==> src/rtl/tail_light_seq.sv <==
// Tail-light sequencer datapath. Registers the state code from the upstream
// next-state logic and returns it as current_state. It also owns the lamp
// timebase, the left/right/hazard sequence counters and the registered
// LEDR lamp pattern.
//
//   state   | meaning
//   --------+---------------------------------------------
//   IDLE    | all lamps off
//   LEFT    | left group sequences, right group off
//   RIGHT   | right group sequences, left group off
//   LBREAK  | left group sequences, right group solid on
//   RBREAK  | right group sequences, left group solid on
//   BREAK   | both groups solid on
//   HAZARD  | both groups flash together at the lamp step rate
module tail_light_seq #(
  parameter int TICK_DIV = 12_500_000,
  parameter int PRE_W    = 24
) (
  input  logic       CLOCK_50,
  input  logic       reset,
  input  logic [2:0] next_state,
  input  logic       reset_count_rb,
  input  logic       reset_count_lb,
  input  logic       reset_count_h,
  output logic [2:0] current_state,
  output logic [9:0] LEDR
);

  typedef enum logic [2:0] {
    ST_IDLE   = 3'd0,
    ST_LEFT   = 3'd1,
    ST_RIGHT  = 3'd2,
    ST_LBREAK = 3'd3,
    ST_RBREAK = 3'd4,
    ST_BREAK  = 3'd5,
    ST_HAZARD = 3'd6
  } state_t;

  localparam logic [PRE_W-1:0] PRE_LAST = PRE_W'(TICK_DIV - 1);

  state_t           r_state;
  state_t           w_next_state;
  logic [PRE_W-1:0] r_pre;
  logic             w_tick;
  logic             w_state_change;
  logic [1:0]       r_cnt_l;
  logic [1:0]       r_cnt_r;
  logic             r_haz;
  logic [9:0]       r_ledr;
  logic [9:0]       w_ledr;

  // Left group: inner lamp is the lowest bit of LEDR[9:7].
  function automatic logic [2:0] left_pattern(input logic [1:0] cnt);
    logic [2:0] pat;
    case (cnt)
      2'd0:    pat = 3'b000;
      2'd1:    pat = 3'b001;
      2'd2:    pat = 3'b011;
      default: pat = 3'b111;
    endcase
    return pat;
  endfunction

  // Right group: inner lamp is the highest bit of LEDR[2:0].
  function automatic logic [2:0] right_pattern(input logic [1:0] cnt);
    logic [2:0] pat;
    case (cnt)
      2'd0:    pat = 3'b000;
      2'd1:    pat = 3'b100;
      2'd2:    pat = 3'b110;
      default: pat = 3'b111;
    endcase
    return pat;
  endfunction

  // Decode the incoming code; the unused code 7 falls back to IDLE.
  always_comb begin
    w_next_state = ST_IDLE;
    case (next_state)
      3'd1:    w_next_state = ST_LEFT;
      3'd2:    w_next_state = ST_RIGHT;
      3'd3:    w_next_state = ST_LBREAK;
      3'd4:    w_next_state = ST_RBREAK;
      3'd5:    w_next_state = ST_BREAK;
      3'd6:    w_next_state = ST_HAZARD;
      default: w_next_state = ST_IDLE;
    endcase
  end

  assign w_tick         = (r_pre == PRE_LAST);
  assign w_state_change = (w_next_state != r_state);

  // State register: follows the upstream next-state logic every edge.
  always_ff @(posedge CLOCK_50) begin
    if (reset) begin
      r_state <= ST_IDLE;
    end else begin
      r_state <= w_next_state;
    end
  end

  // Lamp timebase; restarts whenever the state changes so every new
  // sequence gets a full first step.
  always_ff @(posedge CLOCK_50) begin
    if (reset || w_state_change) begin
      r_pre <= '0;
    end else if (w_tick) begin
      r_pre <= '0;
    end else begin
      r_pre <= r_pre + 1'b1;
    end
  end

  // Sequence counters: the upstream clear wins over a coincident tick.
  always_ff @(posedge CLOCK_50) begin
    if (reset) begin
      r_cnt_l <= 2'd0;
      r_cnt_r <= 2'd0;
      r_haz   <= 1'b0;
    end else begin
      if (reset_count_lb) begin
        r_cnt_l <= 2'd0;
      end else if (w_tick) begin
        r_cnt_l <= r_cnt_l + 2'd1;
      end

      if (reset_count_rb) begin
        r_cnt_r <= 2'd0;
      end else if (w_tick) begin
        r_cnt_r <= r_cnt_r + 2'd1;
      end

      if (reset_count_h) begin
        r_haz <= 1'b0;
      end else if (w_tick) begin
        r_haz <= ~r_haz;
      end
    end
  end

  // Lamp pattern from the registered state and counters.
  always_comb begin
    w_ledr = 10'd0;
    case (r_state)
      ST_LEFT: begin
        w_ledr[9:7] = left_pattern(r_cnt_l);
      end
      ST_RIGHT: begin
        w_ledr[2:0] = right_pattern(r_cnt_r);
      end
      ST_LBREAK: begin
        w_ledr[9:7] = left_pattern(r_cnt_l);
        w_ledr[2:0] = 3'b111;
      end
      ST_RBREAK: begin
        w_ledr[9:7] = 3'b111;
        w_ledr[2:0] = right_pattern(r_cnt_r);
      end
      ST_BREAK: begin
        w_ledr[9:7] = 3'b111;
        w_ledr[2:0] = 3'b111;
      end
      ST_HAZARD: begin
        w_ledr[9:7] = {3{r_haz}};
        w_ledr[2:0] = {3{r_haz}};
      end
      default: begin
        w_ledr = 10'd0;
      end
    endcase
  end

  // Registered lamp outputs keep LEDR glitch-free and off the input paths.
  always_ff @(posedge CLOCK_50) begin
    if (reset) begin
      r_ledr <= 10'd0;
    end else begin
      r_ledr <= w_ledr;
    end
  end

  assign current_state = r_state;
  assign LEDR          = r_ledr;

endmodule

==> config.mk <==
export PLATFORM = sky130hd
export DESIGN_NAME = tail_light_seq
export DESIGN_NICKNAME = d
export VERILOG_FILES = /design/src/rtl/tail_light_seq.sv
export SDC_FILE = /design/constraint.sdc
export NUM_CORES = 1
export LEC_CHECK = 0
export BUFFER_PORTS_ARGS = -buffer_cell sky130_fd_sc_hd__buf_4
export CAP_MARGIN = 20
export CORE_MARGIN = 4
export CORE_UTILIZATION = 47
export CTS_CLUSTER_DIAMETER = 60
export CTS_CLUSTER_SIZE = 14
export DETAILED_ROUTE_END_ITERATION = 8
export GPL_TIMING_DRIVEN = 1
export PLACE_DENSITY = 0.73
export SYNTH_ARGS = -nofsm -noshare
export SYNTH_HDL_FRONTEND = slang
export SYNTH_SLANG_ARGS = --single-unit
==> constraint.sdc <==
create_clock -name CLOCK_50 -period 2.8 [get_ports CLOCK_50]
set_input_delay 0.14 -clock CLOCK_50 [delete_from_list [all_inputs] [get_ports CLOCK_50]]
set_output_delay 0.14 -clock CLOCK_50 [all_outputs]
set_load 0.01 [all_outputs]
==> flow_summary.yaml <==
outcome:
  status: "finished clean"
worst_hold_path:
  hp-class: "primary input to flip-flop"
  hold_start: "reset"
  whs_path_depth: 2
placement:
  dp_slack_ns: 0.809
  io_buffers: 16
  dp_hpwl_mm: 2.75
  gp_congestion: 0.807
setup_path:
  reg2regPathDepth: 5
  path_delay_family: "simple AND/OR/NAND/NOR gates"
  crit_slowest_cell: "or3_1"
  cpMostUsedCell: "or3_1"
  cp-end-kind: "flip-flop"
  cp_max_fo: 7
  crit_chain: "ha_1 -> nand4_1 -> or3_1 -> or3_1 -> a211oi_1"
  cp.required_ns: 3.01
  crit_path_start: "r_pre[0]"
  crit_cells: 5
  arrival_ns: 2.23
  critPathLaunchType: "flip-flop"
  path_class: "flip-flop to flip-flop"
  path_buf_inv: 0
  slowest_delay_ns: 0.52
  worstReg2RegStart: "r_pre[0]"
clock_tree:
  clk_path_buf_depth: 2
  post-cts-setup-buffers: 0
  htreeDepth: 2
  numCtsBuffers: 5
  tritoncts: "yes"
  cts.sinks: 38
  clkLatencyLatePin_ns: 0.29
  hold_buffers: 1
  root_buffer: "clkbuf_8"
  cts_resized: 0
  clkTransAtPathRegs_ns: 0.08
floorplan:
  die_w_um: 72.2
  row_count: 23
  core_mm2: 0.00400
  die_y_um: 72.2
  initial_core_util_pct: 48.4
  fp.dieArea_mm2: 0.00521
  boundaryPins: 21
timing:
  hold_viol_final: 0
  worst_pin_slew_ns: 0.488
  period_share_pct: 72.3
  rsz0062_at_grt: "no"
  slew_headroom_pct: 67.2
  finalMaxSlewViolations: 0
  fmax_mhz: 494
  finalSetupViolations: 0
  worst_slack_ns: 0.777
  final.setup_skew_ns: 0.0115
  period_needed_ns: 2.02
  finalSetupTns_ns: 0
grt:
  grt_pass1_wl_mm: 6.40
  grt_start_max_net_pins: 25
  grt_pass1_vias: 1451
  grt-ovfl-total: 0
  grtUsageTotal_pct: 15.3
  grt_antenna_before_repair: 0
route:
  drc: 0
  firstDrtPassIters: 4
  routed-via-count: 1618
  viasPerCell: 5.60
  wl_per_cell_um: 12.9
  drt_wl_total_mm: 3.72
  first_iter_violations: 61
  postRouteAntennaNets: 0
final_layout:
  post-route-util_pct: 54.4
  drive_above_1_share_pct: 15.1
  antenna_cells: 0
  fin_nets: 253
  syn_to_final_growth_pct: 12.3
synthesis:
  yosysMostFrequentCell: "dfxtp_1"
  async_flop_share_pct: 0
  ys_warn_count: 0
  synth_cells: 224
  seq_area_frac_synth_pct: 39.3
  netlist_area_mm2: 0.00194
  synth.distinct_cells: 44
  synthTopCellsByCount: "dfxtp_1, nor3_1, o21ai_0"
  ys.flop_type: "dfxtp_1"
  synth_top_area_cell: "dfxtp_1"
  ys_ff_latch: 38
  yosys.area.top_type_share_pct: 39.3
  synth_edf_count: 0
  synth_area_leaders: "dfxtp_1, ha_1, nor3_1"
  avgSynthCellArea_um2: 8.64
pwr:
  leakage_nw: 0.740
  irDropWorstVdd_v: 0.000279
  powerDensity_mw_per_mm2: 458
flow_run:
  cap_violations: 0
[per-stage QoR]
| stage | instances | area, um^2 | hold WS (ns) | total power [W] |
|---|---|---|---|---|
| 2_1_floorplan | 227 | 1950 | 0.209 | 0.000616 |
| 3_3_place_gp | 280 | 2080 | 0.309 | 0.000643 |
| 3_5_place_dp | 280 | 2080 | 0.304 | 0.000643 |
| 4_1_cts | 289 | 2170 | 0.0678 | 0.00101 |
| 5_1_grt | 289 | 2170 | 0.0692 | 0.00104 |
| 6_report | 289 | 2170 | 0.0680 | 0.000996 |
[worst paths after layout]
path / end / slack (ns)
setup / recovery: r_haz / 0.78
hold / removal: r_haz / 0.07
setup reg to reg: r_haz / 0.78
hold reg to reg: r_pre[0] / 0.49
[flip-flops by register name, indices dropped and copies added (netlist names)]
| signal | count |
|---|---|
| r_cnt_r | 2 |
| LEDR | 6 |
| r_pre | 24 |
| r_cnt_l | 2 |
| current_state | 3 |
| r_haz | 1 |
[worst register-to-register path, delay by kind of cell (launching register included)]
kind            cells  cell delay, ns
fa+ha+maj           1            0.24
flops               1            0.38
simple gates        3            1.10
compound gates      1            0.23
[cell type report]
type / instances / area [um^2]
clock inverter: 2 / 13.8
sequential: 38 / 761
multi-input combinational: 161 / 1070
clock buffer: 6 / 72.6
timing repair buffer: 20 / 153
fill: 380 / 1830
inverter: 12 / 45.0
tap: 50 / 62.6
[metal layers]
| metal | vias up | track usage [%] | share of wire [%] |
|---|---|---|---|
| met3 | 6 | 4.85 | 5.6 |
| li1 | 836 | - | - |
| met1 | 742 | 20.1 | 48 |
| met5 | - | 0 | 0 |
| met4 | 0 | 5.43 | 1.2 |
| met2 | 34 | 23.6 | 45 |
[power breakdown]
| group | switching, W | internal [W] | leakage, nW |
|---|---|---|---|
| sequential | 0.00000699 | 0.000546 | 0.307 |
| combinational | 0.0000465 | 0.0000320 | 0.387 |
| clock | 0.000189 | 0.000176 | 0.0452 |
| total | 0.000243 | 0.000754 | 0.740 |
[layout by cell type (no fill, tap or decap), types with 2 or more instances in the layout]
cell type / instances
a211oi_1: 11
a21oi_1: 6
and2_1: 4
and3_1: 4
and4_1: 3
buf_4: 19
clkbuf_8: 5
conb_1: 4
dfxtp_1: 38
ha_1: 7
inv_1: 12
nand2_1: 13
nand2b_1: 2
nand3_1: 9
nand3b_1: 3
nand4_1: 10
nor2_1: 3
nor2b_1: 2
nor3_1: 17
o21ai_0: 14
o31ai_1: 3
or2_2: 2
or3_1: 9
or4_1: 3
or4_4: 2
xnor2_1: 7
xor2_1: 7
[kinds of logic (layout without fill, tap and decap cells)]
kind of cell,after synthesis,after routing,share of synthesized area (%)
other,1,4,0.194
AO/OA/AOI/OAI,44,44,15.1
AND/OR/NAND/NOR,91,91,27.5
XOR/XNOR,14,14,6.33
adder cells (fa/ha/maj),8,8,5.04
buffers and inverters,28,40,6.46
flip-flops,38,38,39.3
(Power assumes the default switching activity.)
